## config.mk

```make
export PLATFORM = sky130hd
export DESIGN_NAME = freq_monitor
export DESIGN_NICKNAME = d
export VERILOG_FILES = /design/src/rtl/freq_monitor_pkg.sv /design/src/rtl/freq_monitor_avg.sv /design/src/rtl/freq_monitor.sv
export SDC_FILE = /design/constraint.sdc
export NUM_CORES = 1
export LEC_CHECK = 0
export ABC_AREA = 1
export BUFFER_PORTS_ARGS = -buffer_cell sky130_fd_sc_hd__buf_2
export CORE_ASPECT_RATIO = 1.75
export CORE_MARGIN = 1
export CORE_UTILIZATION = 30
export CTS_BUF_LIST = sky130_fd_sc_hd__clkbuf_8
export CTS_CLUSTER_SIZE = 25
export DETAILED_ROUTE_END_ITERATION = 6
export PLACE_DENSITY_LB_ADDON = 0.2
export SLEW_MARGIN = 20
export SYNTH_ARGS = -nofsm -noshare
export SYNTH_HDL_FRONTEND = slang
export SYNTH_SLANG_ARGS = --single-unit
```

## constraint.sdc

```tcl
create_clock -name clk_i -period 20.7 [get_ports clk_i]
set_input_delay 4.14 -clock clk_i [delete_from_list [all_inputs] [get_ports clk_i]]
set_output_delay 4.14 -clock clk_i [all_outputs]
set_load 0.01 [all_outputs]
```

## src/rtl/freq_monitor_pkg.sv

```systemverilog
// Shared types and helpers for the frequency monitor: range classification
// encoding and saturating threshold arithmetic.
package freq_monitor_pkg;

    typedef enum logic [1:0] {
        NOCLK = 2'd0,
        LOW   = 2'd1,
        OK    = 2'd2,
        HIGH  = 2'd3
    } freq_state_t;

    localparam int CONF_W = 4;

    function automatic logic [31:0] sat_add32(input logic [31:0] a, input logic [31:0] b);
        logic [32:0] w_sum;
        w_sum = {1'b0, a} + {1'b0, b};
        return w_sum[32] ? 32'hFFFF_FFFF : w_sum[31:0];
    endfunction

    function automatic logic [31:0] sat_sub32(input logic [31:0] a, input logic [31:0] b);
        return (a > b) ? (a - b) : 32'd0;
    endfunction

endpackage

```

## src/rtl/freq_monitor_avg.sv

```systemverilog
// Boxcar averager: sample history, running sum, fill tracking and the
// registered average output, all cleared by the statistics clear strobe.
module freq_monitor_avg
    import freq_monitor_pkg::*;
#(
    parameter int AVG_LOG = 3
) (
    input  logic        clk_i,
    input  logic        rst_i,
    input  logic        i_upd,
    input  logic        i_clr,
    input  logic [31:0] i_smp,
    output logic [31:0] o_avg,
    output logic        o_avg_vld
);

    localparam int WIN   = 1 << AVG_LOG;
    localparam int SUM_W = 32 + AVG_LOG;
    localparam logic [AVG_LOG:0] FILL_MAX = (AVG_LOG + 1)'(WIN);
    localparam logic [AVG_LOG:0] FILL_ONE = (AVG_LOG + 1)'(1);

    logic [31:0]      r_hist [WIN];
    logic [SUM_W-1:0] r_sum;
    logic [AVG_LOG:0] r_fill;
    logic [31:0]      r_avg;
    logic             r_avg_vld;

    logic [SUM_W-1:0] w_sum_nxt;
    logic [AVG_LOG:0] w_fill_nxt;

    // Next running sum and saturating fill count for an incoming sample
    always_comb begin
        w_sum_nxt = r_sum + SUM_W'(i_smp) - SUM_W'(r_hist[WIN-1]);
        if (r_fill == FILL_MAX) begin
            w_fill_nxt = r_fill;
        end else begin
            w_fill_nxt = r_fill + FILL_ONE;
        end
    end

    // History, sum, fill and average registers; clear has priority over update
    always_ff @(posedge clk_i or posedge rst_i) begin
        if (rst_i) begin
            for (int i = 0; i < WIN; i++) r_hist[i] <= 32'd0;
            r_sum     <= '0;
            r_fill    <= '0;
            r_avg     <= 32'd0;
            r_avg_vld <= 1'b0;
        end else if (i_clr) begin
            for (int i = 0; i < WIN; i++) r_hist[i] <= 32'd0;
            r_sum     <= '0;
            r_fill    <= '0;
            r_avg     <= 32'd0;
            r_avg_vld <= 1'b0;
        end else begin
            // average lags the sum by one cycle; empty slots count as zero
            r_avg <= r_sum[SUM_W-1:AVG_LOG];
            if (i_upd) begin
                r_hist[0] <= i_smp;
                for (int i = 1; i < WIN; i++) r_hist[i] <= r_hist[i-1];
                r_sum     <= w_sum_nxt;
                r_fill    <= w_fill_nxt;
                r_avg_vld <= (w_fill_nxt == FILL_MAX);
            end
        end
    end

    assign o_avg     = r_avg;
    assign o_avg_vld = r_avg_vld;

endmodule

```

## src/rtl/freq_monitor.sv

```systemverilog
// Frequency monitor: samples the meter result once per period, tracks
// min/max/average and classifies the frequency with hysteresis and confirmation.
module freq_monitor
    import freq_monitor_pkg::*;
#(
    parameter logic [31:0] SMP_PER = 32'd15625000,
    parameter int          AVG_LOG = 3,
    parameter int          CONF    = 2,
    parameter logic [31:0] HYS     = 32'd1000
) (
    input  logic        clk_i,
    input  logic        rst_i,
    input  logic [31:0] freq_i,
    input  logic [31:0] lim_lo_i,
    input  logic [31:0] lim_hi_i,
    input  logic        clr_i,
    output logic [31:0] smp_o,
    output logic [31:0] avg_o,
    output logic        avg_vld_o,
    output logic [31:0] min_o,
    output logic [31:0] max_o,
    output logic [1:0]  state_o,
    output logic        evt_o
);

    localparam logic [CONF_W-1:0] CONF_L = CONF_W'(CONF);

    logic [31:0]       r_cnt;
    logic [31:0]       r_smp;
    logic              r_stg2;
    logic [31:0]       r_min;
    logic [31:0]       r_max;
    freq_state_t       r_state;
    freq_state_t       r_cand;
    logic [CONF_W-1:0] r_conf;
    logic              r_evt;

    logic              w_tick;
    logic [31:0]       w_lo_hys;
    logic [31:0]       w_hi_hys;
    freq_state_t       w_state_nxt;
    freq_state_t       w_cand;
    freq_state_t       w_cand_nxt;
    logic              w_has_cand;
    logic [CONF_W-1:0] w_conf_cnt;
    logic [CONF_W-1:0] w_conf_nxt;

    assign w_tick   = (r_cnt >= SMP_PER);
    assign w_lo_hys = sat_add32(lim_lo_i, HYS);
    assign w_hi_hys = sat_sub32(lim_hi_i, HYS);

    // Sample period counter (1..SMP_PER), sample capture and stage-2 strobe
    always_ff @(posedge clk_i or posedge rst_i) begin
        if (rst_i) begin
            r_cnt  <= 32'd1;
            r_smp  <= 32'd0;
            r_stg2 <= 1'b0;
        end else begin
            r_stg2 <= w_tick;
            if (w_tick) begin
                r_cnt <= 32'd1;
                r_smp <= freq_i;
            end else begin
                r_cnt <= r_cnt + 32'd1;
            end
        end
    end

    // Min/max tracking; a clear coinciding with stage 2 drops that sample
    always_ff @(posedge clk_i or posedge rst_i) begin
        if (rst_i) begin
            r_min <= 32'hFFFF_FFFF;
            r_max <= 32'd0;
        end else if (clr_i) begin
            r_min <= 32'hFFFF_FFFF;
            r_max <= 32'd0;
        end else if (r_stg2) begin
            if (r_smp < r_min) r_min <= r_smp;
            if (r_smp > r_max) r_max <= r_smp;
        end
    end

    // Classification next-state: candidate selection and confirmation counting
    always_comb begin
        w_state_nxt = r_state;
        w_cand      = r_state;
        w_cand_nxt  = r_cand;
        w_has_cand  = 1'b0;
        w_conf_cnt  = r_conf;
        w_conf_nxt  = r_conf;
        if (!r_stg2) begin
            w_state_nxt = r_state;
        end else if (r_smp == 32'd0) begin
            w_state_nxt = NOCLK;
            w_conf_nxt  = '0;
        end else if (r_state == NOCLK) begin
            // HIGH wins when limits are inverted, so OK is simply unreachable
            if (r_smp > lim_hi_i) begin
                w_state_nxt = HIGH;
            end else if (r_smp < lim_lo_i) begin
                w_state_nxt = LOW;
            end else begin
                w_state_nxt = OK;
            end
            w_conf_nxt = '0;
        end else begin
            case (r_state)
                OK: begin
                    if (r_smp > lim_hi_i) begin
                        w_cand = HIGH; w_has_cand = 1'b1;
                    end else if (r_smp < lim_lo_i) begin
                        w_cand = LOW;  w_has_cand = 1'b1;
                    end else begin
                        w_has_cand = 1'b0;
                    end
                end
                LOW: begin
                    if (r_smp > lim_hi_i) begin
                        w_cand = HIGH; w_has_cand = 1'b1;
                    end else if (r_smp >= w_lo_hys) begin
                        w_cand = OK;   w_has_cand = 1'b1;
                    end else begin
                        w_has_cand = 1'b0;
                    end
                end
                HIGH: begin
                    if (r_smp < lim_lo_i) begin
                        w_cand = LOW;  w_has_cand = 1'b1;
                    end else if (r_smp <= w_hi_hys) begin
                        w_cand = OK;   w_has_cand = 1'b1;
                    end else begin
                        w_has_cand = 1'b0;
                    end
                end
                default: begin
                    w_has_cand = 1'b0;
                end
            endcase
            if (!w_has_cand) begin
                w_conf_cnt = '0;
            end else if ((r_conf != '0) && (w_cand == r_cand)) begin
                w_conf_cnt = r_conf + CONF_W'(1);
            end else begin
                w_conf_cnt = CONF_W'(1);
            end
            w_cand_nxt = w_cand;
            if (w_has_cand && (w_conf_cnt >= CONF_L)) begin
                w_state_nxt = w_cand;
                w_conf_nxt  = '0;
            end else begin
                w_conf_nxt  = w_conf_cnt;
            end
        end
    end

    // Classification state register and change-event pulse
    always_ff @(posedge clk_i or posedge rst_i) begin
        if (rst_i) begin
            r_state <= NOCLK;
            r_cand  <= NOCLK;
            r_conf  <= '0;
            r_evt   <= 1'b0;
        end else begin
            r_state <= w_state_nxt;
            r_cand  <= w_cand_nxt;
            r_conf  <= w_conf_nxt;
            r_evt   <= (w_state_nxt != r_state);
        end
    end

    freq_monitor_avg #(
        .AVG_LOG (AVG_LOG)
    ) u_avg (
        .clk_i     (clk_i),
        .rst_i     (rst_i),
        .i_upd     (r_stg2),
        .i_clr     (clr_i),
        .i_smp     (r_smp),
        .o_avg     (avg_o),
        .o_avg_vld (avg_vld_o)
    );

    assign smp_o   = r_smp;
    assign min_o   = r_min;
    assign max_o   = r_max;
    assign state_o = r_state;
    assign evt_o   = r_evt;

endmodule

```

==> results of run 1 <==
==> final timing paths <==
check / start / end / slack [ns] / cells past startpoint
max in group asynchronous: rst_i / u_avg.o_avg[23]$_DFF_PP0_ / 14.75 / 4
worst max register to register: smp_o[30]$_DFFE_PP0N_ / max_o[21]$_DFFE_PP0P_ / 16.22 / 11
worst min-delay path: u_avg.r_hist[60]$_DFFE_PP0P_ / u_avg.r_hist[28]$_DFFE_PP0P_ / 0.47 / 2
worst max-delay path: lim_hi_i[3] / evt_o$_DFF_PP0_ / 11.88 / 27
worst min register to register: u_avg.r_hist[60]$_DFFE_PP0P_ / u_avg.r_hist[28]$_DFFE_PP0P_ / 0.47 / 2
min in group asynchronous: rst_i / u_avg.r_hist[163]$_DFFE_PP0P_ / 3.61 / 2
==> metal layers <==
| metal | vias to the layer above | track usage | part of all wire |
|---|---|---|---|
| met3 | 138 | 0.03078 | 0.043 |
| met1 | 10360 | 0.2002 | 0.39 |
| met4 | 2 | 0.07669 | 0.037 |
| met5 | - | 0 | 0.000086 |
| li1 | 10610 | - | - |
| met2 | 429 | 0.3548 | 0.53 |
==> final cells by class <==
| cell class | instances | area share |
|---|---|---|
| clock buffers | 99 | 0.04508 |
| well taps | 1160 | 0.04802 |
| diodes | 5 | 0.0004140 |
| repair buffers | 259 | 0.04579 |
| inverters | 588 | 0.07361 |
| multi-input cells | 1955 | 0.3958 |
| flip-flops and latches | 466 | 0.3872 |
| clock inverters | 28 | 0.004057 |
==> through the flow <==
step	power, mW	cell area, um2	hold WS (ns)
2_1_floorplan	1.658	26250	0.4459
3_3_place_gp	1.943	28730	0.4607
3_5_place_dp	1.948	28730	0.4688
4_1_cts	2.771	30210	0.4790
5_1_grt	2.923	30220	0.4953
6_report	2.720	30220	0.4745
==> worst max-delay path, stage by stage <==
cell and delay [ns]:
buf_2 0.10, inv_1 0.10, nor4_1 0.77, nand4_1 0.26, a21oi_2 0.54, clkinv_1 0.85, nand3_1 0.40, ha_1 0.16
nand2_1 0.04, nor2_1 0.13, and2_1 0.23, nand2_1 0.12, nor3_1 0.26, o21bai_1 0.20, nand2_1 0.08, nand2_1 0.09
nand3_2 0.10, nand2_1 0.07, nand2_1 0.08, nor2_4 0.13, nand3_2 0.09, nand2_1 0.07, nand3_1 0.09, nand2_1 0.09
nand2_1 0.05, nand2_1 0.06, nand2_1 0.05
==> cell usage in the layout (no fill, tap or decap), types with 6 or more instances in the layout <==
cell type    n
nand2_2     12
buf_2      229
clkbuf_8    99
a21o_1       9
nor2_4       6
fa_1        32
xnor2_1     18
o21ai_0    259
dfrtp_1    432
inv_1      587
xor2_1      37
nor2_2      16
o22ai_1    188
nor3_1      29
clkinv_2     7
a21oi_1    153
nand2_1    513
conb_1       8
o221ai_1     6
nand4_1     23
ha_1       233
dfstp_2     33
inv_2       12
o21ai_1     13
o21a_1      11
a31oi_1      7
nor4_1      24
nor2_1     203
nand3_1    105
buf_4       29
==> power breakdown <==
group | switching (mW) | leakage, nW | internal [mW]
clock | 0.374 | 0.845 | 0.424
combinational | 0.565 | 8.22 | 0.313
sequential | 0.0433 | 6.12 | 1.00
total | 0.982 | 15.2 | 1.74
==> cells by family after synthesis <==
kind of cell / Yosys count
xor+xnor: 55
buf+inv: 693
mux: 1
fa+ha+maj: 265
simple gates: 954
flops: 466
compound gates: 672
other cells: 1
==> registers in the layout, indices dropped and copies added, names as in the netlist <==
| name | cells |
|---|---|
| u_avg.o_avg | 32 |
| max_o | 32 |
| u_avg.r_sum | 35 |
| r_cand | 2 |
| state_o | 2 |
| r_stg2 | 1 |
| u_avg.o_avg_vld | 1 |
| smp_o | 32 |
| r_conf | 4 |
| u_avg.r_hist | 256 |
| r_cnt | 32 |
| evt_o | 1 |
| u_avg.r_fill | 4 |
| min_o | 32 |
==> results.ini, run 1 <==
[logic_synthesis]
synth_area_um2=26220
synthTopCellsByArea=dfrtp_1, ha_1, inv_1
synth_top_area_cell=dfrtp_1
synthArstFlopShare=1.000
synthCells=3107
synth_xor_area_frac=0.01837
synth_top_family_by_area=simple AND/OR/NAND/NOR gates
ys_seq_area_frac=0.4463
yosys.area_share.adder=0.1356
yosysMostFrequentCell=inv_1
synth_common_cells=inv_1, nand2_1, dfrtp_1, o21ai_0, ha_1
ys.flop_type=dfrtp_1
synth-edff-count=0
synth_mux_area_frac=0.0003817
synth.top_cell.area_share=0.4132
synthSimpleGateAreaFrac=0.1562
ys_ff_latch=466
ys_types=56
synth_compound_area_frac=0.1437
avgSynthCellArea_um2=8.440
yosysWarnings=0

[place]
portBuffers=230
dp_cells=4428
dp_hpwl_um=58790
gp_congestion=0.9385
dp_slack_ns=11.15

[global_routing]
track_usage=0.1862
grt_overflow=0
grt_pass1_vias=22250
grt_first_pass_wirelength_um=126200
antenna_found_initial=6
grt_max_degree=172

[route]
drc=0
dr.pass1.iters=5
ant_nets=0
dr_total_vias=21540
vias_per_cell=4.724
drt_iter0_markers=1076
wl_um=81650
wire_per_inst_um=17.91

[setup_path]
worstSetupPathType=input port to flop
cp-start-kind=input port
arrival_ns=9.35
crit_path_end_kind=flop
cp_data_required_time_ns=21.24
critPathMaxFanout=26

[outcome]
status=finished clean

[clocking]
cts_inserted_buffers=71
insertion_delay_ns=0.66
clock_path_buffers=3
ctsRootBufferMaster=clkbuf_8
ctsHoldBuffers=0
htree_num_levels=3
clk_pin_slew_worst_paths_ns=0.07
clock-sinks=466
tritoncts=done
cts_resized=0
postCtsSetupBuffers=0

[power]
cellLeakagePower_nw=15.19
ir_drop_mv=0.03895
power.density_nw_per_um2=90.00

[timing]
max_slew_margin=0.2888
final.setup_skew_ns=0.03022
tightest_slew_ns=1.067
rsz0062_at_grt=no
final-hold-violation-count=0
fmax_mhz=113.4
fin_ws_ns=11.88
post-route-period-util=0.4259
layout_min_cycle_time_ns=8.815
slew_viol_final=0
setup_tns_ns=0
setup_viol=0

[cells_and_area]
fillers=9183
layout.cells.non_filler=4560
multi_input_area_um2=11960
regArea_um2=11700
fin_nets=3705
syn2layout_area_growth_pct=15.25
final_layout_size_suffix_gt1_frac=0.1399
final_core_util=0.3483

[job]
cap_violations=0

[floorplanning]
die_height_um=393.1
start_util=0.3022
die_x_um=225.5
core-area_um2=86780
die-area_um2=88650
num_rows=143
pin_count=231

[worst_hold_path]
min-delay-path-class=flop to flop

(Power assumes the default switching activity.)
==> run 2: changes to the inputs <==
==> constraint.sdc (replaced) <==
create_clock -name clk_i -period 8.6 [get_ports clk_i]
set_input_delay 1.72 -clock clk_i [delete_from_list [all_inputs] [get_ports clk_i]]
set_output_delay 1.72 -clock clk_i [all_outputs]
set_load 0.01 [all_outputs]
==> results.ini, run 2 (same netlist as run 1, synthesis figures left out) <==
[outcome]
status=finished clean

[setup_path]
crit_start=lim_hi_i[3]
crit_path_end_kind=flop
rrSetupSlack_ns=4.30  ; -11.92 ns
arrival_ns=7.04  ; -2.31 ns
r2r_start=smp_o[1]$_DFFE_PP0N_
cp_data_required_time_ns=9.18  ; -12.06 ns
worstSetupPathType=input port to flop
critPathMaxFanout=26  ; unchanged
cp-start-kind=input port

[cells_and_area]
syn2layout_area_growth_pct=15.24  ; about the same
final_cell_mix=inv_1, nand2_1, dfrtp_1, o21ai_0, ha_1
fin_nets=3696  ; -0.24%
layout_commonest_cell=inv_1
final_layout_size_suffix_gt1_frac=0.1370  ; -0.002917
top_register=u_avg.r_hist
final_core_util=0.3483  ; about the same
reg_top3=u_avg.r_hist: 256 flops, u_avg.r_sum: 35 flops
largest_reg_flops=256  ; unchanged

[floorplanning]
start_util=0.3022  ; unchanged
pin_count=231  ; unchanged
die_x_um=225.5  ; unchanged
core-area_um2=86780  ; unchanged
num_rows=143  ; unchanged
die-area_um2=88650  ; unchanged
die_height_um=393.1  ; unchanged

[clocking]
ctsHoldBuffers=0  ; unchanged
cts_resized=0  ; unchanged
htree_num_levels=3  ; unchanged
postCtsSetupBuffers=0  ; unchanged
cts_inserted_buffers=72  ; +1.4%
clock-sinks=466  ; unchanged
tritoncts=done
ctsRootBufferMaster=clkbuf_8
insertion_delay_ns=0.70  ; +0.04 ns
clock_path_buffers=3  ; unchanged
clk_pin_slew_worst_paths_ns=0.07  ; about the same

[worst_hold_path]
min-delay-path-class=flop to flop
min-delay-start=r_cnt[0]$_DFF_PP1_

[timing]
final-hold-violation-count=0  ; unchanged
max_slew_margin=0.2746  ; -0.01428
layout_min_cycle_time_ns=6.456
rsz0062_at_grt=no
tightest_slew_ns=1.088  ; +0.02142 ns
slew_viol_final=0  ; unchanged
fmax_mhz=154.9
setup_viol=0  ; unchanged
setup_tns_ns=0  ; unchanged
final.setup_skew_ns=0.04060  ; +0.01038 ns
post-route-period-util=0.7507

[place]
gp_congestion=0.9203  ; -1.9%
dp_hpwl_um=58880  ; +0.17%
portBuffers=230  ; unchanged

[route]
dr_total_vias=21460  ; -0.37%
drc=0  ; unchanged
wire_per_inst_um=17.85  ; -0.33%
wl_um=81220  ; -0.53%
drt_iter0_markers=1007  ; -6.4%
ant_nets=0  ; unchanged
dr.pass1.iters=5  ; unchanged
vias_per_cell=4.716  ; -0.17%

[global_routing]
antenna_found_initial=9  ; +3
grt_pass1_vias=22330  ; +0.36%
track_usage=0.1863  ; about the same
grt_first_pass_wirelength_um=126400  ; +0.17%
grt_overflow=0  ; unchanged
grt_max_degree=186  ; +8.1%

[power]
ir_drop_mv=0.09908  ; +150%
power.density_nw_per_um2=218.9  ; +140%
cellLeakagePower_nw=15.16  ; -0.15%

[job]
cap_violations=0  ; unchanged

## run 2: cell count changes in the layout (fill, tap and decap cells not counted), moves of 2 or more
cell and change:
buf_12 +2, clkinvlp_4 +3, clkinv_2 -4, inv_6 -2, buf_4 -12, inv_1 +4, bufinv_16 +2
## run 2: report_power, final
| part | internal, mW | switching [mW] | total [mW] |
|---|---|---|---|
| logic | 0.750 | 1.34 | 2.09 |
| clock network | 1.07 | 0.920 | 1.99 |
| registers | 2.41 | 0.124 | 2.53 |
## run 2: path summary, 6_finish.rpt
kind,end,cells past startpoint
min in group asynchronous,u_avg.r_hist[222]$_DFFE_PP0P_,2
hold / removal,r_cnt[0]$_DFF_PP1_,1
setup / recovery,evt_o$_DFF_PP0_,26
hold reg to reg,r_cnt[0]$_DFF_PP1_,1
setup reg to reg,u_avg.r_sum[34]$_DFFE_PP0P_,15
max in group asynchronous,smp_o[12]$_DFFE_PP0N_,4
## run 2: cell type report
type | count | area, um2
sequential | 466 | 11700
timing repair buffer | 249 | 1334
antenna | 4 | 10.01
inverter | 588 | 2221
clock inverter | 31 | 183.9
fill | 9170 | 56560
tap | 1160 | 1451
multi-input combinational | 1955 | 11970
clock buffer | 98 | 1349
## run 2: layer usage
layer	global-route usage	vias to the layer above	routed length, um
met3	0.02974	170	3324
li1	-	10580	-
met2	0.3469	426	42530
met1	0.1986	10280	31180
met4	0.1004	8	4128
met5	0	-	60
## run 2: metrics by stage
step	std cells	cell area (um2)	total power [mW]	hold slack (ns)	setup WS, ns
floorplan	3114	26250	3.992	0.4459	0.5980
global placement	4418	28680	4.667	0.4563	1.615
detailed placement	4418	28680	4.682	0.4609	1.521
CTS	4547	30210	6.731	0.4780	2.228
global route	4549	30220	7.091	0.4870	1.738
finish	4551	30220	6.617	0.4733	2.144
## run 2: worst max-delay path: stages
cell,delay [ns]
buf_2,0.10
inv_1,0.09
nor4_1,0.81
nand4_1,0.25
a21oi_2,0.58
clkinv_1,0.87
o21ai_0,0.38
ha_1,0.19
nand2_1,0.05
nor2_1,0.15
nand4_1,0.24
nor3_1,0.32
o21bai_1,0.19
nand2_1,0.07
nand2_1,0.09
nand3_2,0.10
nand2_1,0.07
nand2_1,0.08
nor2_4,0.14
nand3_2,0.10
nand2_1,0.07
nand3_1,0.09
nand2_1,0.09
nand2_1,0.05
nand2_1,0.06
nand2_1,0.05
==> run 3: changes to the inputs <==
==> constraint.sdc (replaced) <==
create_clock -name clk_i -period 5.9 [get_ports clk_i]
set_input_delay 1.18 -clock clk_i [delete_from_list [all_inputs] [get_ports clk_i]]
set_output_delay 1.18 -clock clk_i [all_outputs]
set_load 0.01 [all_outputs]
==> results.ini, run 3 (same netlist as run 1, synthesis figures left out) <==
[outcome]
status=finished clean

[floorplanning]
num_rows=143  ; unchanged
start_util=0.3022  ; unchanged
die_height_um=393.1  ; unchanged
core-area_um2=86780  ; unchanged
die-area_um2=88650  ; unchanged
pin_count=231  ; unchanged
die_x_um=225.5  ; unchanged

[route]
ant_nets=0  ; unchanged
wire_per_inst_um=17.61  ; -1.3%
wl_um=80330  ; -1.1%
drt_iter0_markers=1060  ; +5.3%
vias_per_cell=4.688  ; -0.59%
dr_total_vias=21390  ; -0.35%
drc=0  ; unchanged
dr.pass1.iters=5  ; unchanged

[cells_and_area]
layout.cells.non_filler=4562  ; +0.24%
largest_reg_flops=256  ; unchanged
final_layout_size_suffix_gt1_frac=0.1368  ; -0.0001894
top_register=u_avg.r_hist
fin_nets=3708  ; +0.32%
final_cell_mix=inv_1, nand2_1, dfrtp_1, o21ai_0, ha_1
layout_commonest_cell=inv_1
syn2layout_area_growth_pct=15.04
final_area_um2=30170  ; -0.17%
fillers=9232  ; +0.68%
reg_top3=u_avg.r_hist: 256 flops, u_avg.r_sum: 35 flops

[timing]
post-route-period-util=0.8516
fin_ws_ns=0.8753  ; -1.269 ns
tightest_slew_ns=0.9812  ; -0.1070 ns
final.setup_skew_ns=0.03301  ; -0.007592 ns
slew_viol_final=0  ; unchanged
setup_viol=0  ; unchanged
rsz0062_at_grt=no
final-hold-violation-count=0  ; unchanged
max_slew_margin=0.3436  ; +0.06902
layout_min_cycle_time_ns=5.025
fmax_mhz=199.0

[job]
cap_violations=0  ; unchanged

[setup_path]
arrival_ns=5.57  ; -1.47 ns
worstSetupPathType=input port to flop
r2r_cells=16  ; +1
cp_data_required_time_ns=6.45  ; -2.73 ns
rrSetupSlack_ns=1.69  ; -2.61 ns
worst_path_most_repeated_cell=nand2_1
critPathMaxFanout=4  ; -85%
cp-start-kind=input port
slowest_stage=ha_1
critical_path.max_stage_delay_ns=0.30  ; -0.57 ns
r2r_start=smp_o[1]$_DFFE_PP0N_
r2r-end=u_avg.r_sum[30]$_DFFE_PP0P_
crit_path_end_kind=flop

[global_routing]
track_usage=0.1839  ; -0.002402
antenna_found_initial=6  ; -3
grt_first_pass_wirelength_um=124700  ; -1.3%
grt_overflow=0  ; unchanged
grt_max_degree=153  ; -18%
grt_pass1_vias=22180  ; -0.67%

[power]
ir_drop_mv=0.1300  ; +31%
total_power_mw=9.379  ; +42%
cellLeakagePower_nw=15.19  ; +0.16%
power.density_nw_per_um2=310.9  ; +42%

[clocking]
htree_num_levels=3  ; unchanged
clock-sinks=466  ; unchanged
tritoncts=done
postCtsSetupBuffers=0  ; unchanged
clock_path_buffers=3  ; unchanged
insertion_delay_ns=0.67  ; -0.03 ns
cts_resized=0  ; unchanged
ctsHoldBuffers=0  ; unchanged
clk_pin_slew_worst_paths_ns=0.06  ; about the same
cts_inserted_buffers=71  ; -1.4%
ctsRootBufferMaster=clkbuf_8

[worst_hold_path]
min-delay-start=r_cnt[0]$_DFF_PP1_
hold_path_end=r_cnt[0]$_DFF_PP1_
min-delay-path-class=flop to flop
worstHoldPathCells=1  ; unchanged

[place]
dp_slack_ns=0.2347  ; -1.286 ns
dp_hpwl_um=59090  ; +0.35%
portBuffers=230  ; unchanged
dp_cells=4431  ; +0.29%
placed_area_um2=28780  ; +0.36%
gp_congestion=0.9031  ; -1.9%

run 3: cell count changes in the layout (fill, tap and decap cells not counted), moves of 2 or more:
cell / previous run / this run
clkbuf_8: 98 / 85
inv_1: 591 / 601
buf_4: 17 / 29
clkinv_2: 3 / 5
run 3: how the worst max path moves through the flow:
stage | start | endpoint | depth (start not counted) | slack, ns
3_3_place_gp | lim_lo_i[3] | evt_o$_DFF_PP0_ | 40 | 0.29
6_report | lim_lo_i[3] | evt_o$_DFF_PP0_ | 40 | 0.88
5_1_grt | lim_hi_i[3] | evt_o$_DFF_PP0_ | 42 | 0.38
4_1_cts | lim_lo_i[3] | evt_o$_DFF_PP0_ | 40 | 0.95
3_5_place_dp | lim_lo_i[3] | evt_o$_DFF_PP0_ | 40 | 0.23
2_1_floorplan | rst_i | evt_o$_DFF_PP0_ | 1 | -1.56
run 3: stage by stage:
stage,hold WS (ns),util,TNS (ns)
detailed placement,0.4657,0.3317,0
CTS,0.4826,0.3476,0
global placement,0.4623,0.3317,0
finish,0.4785,0.3476,0
global route,0.5083,0.3476,0
floorplan,0.4459,-,-676.34
run 3: critical path, delay by kind of cell:
| family | cells | cell delay [ns] |
|---|---|---|
| XOR/XNOR | 1 | 0.17 |
| adder cells (fa/ha/maj) | 2 | 0.46 |
| AND/OR/NAND/NOR | 32 | 3.39 |
| buffers and inverters | 5 | 0.41 |
run 3: layer usage:
layer  share of wire  GRT usage
met1            0.38     0.1947
met2            0.53     0.3457
met3           0.044    0.03295
met4           0.046    0.08942
met5         0.00046          0
run 3: area by class of cell:
type	instances	area [um2]	share of cell area
diodes	3	7.507	0.0002488
clock buffers	85	1170	0.03878
clock inverters	43	209.0	0.006926
well taps	1160	1451	0.04811
flip-flops and latches	466	11700	0.3880
multi-input cells	1955	11960	0.3965
inverters	588	2221	0.07362
repair buffers	262	1444	0.04786
run 3: report_power, final:
group	total [mW]	internal [mW]	switching (mW)
Sequential	3.67	3.51	0.158
Combinational	3.05	1.10	1.95
Clock	2.66	1.35	1.31
Total	9.38	5.96	3.42
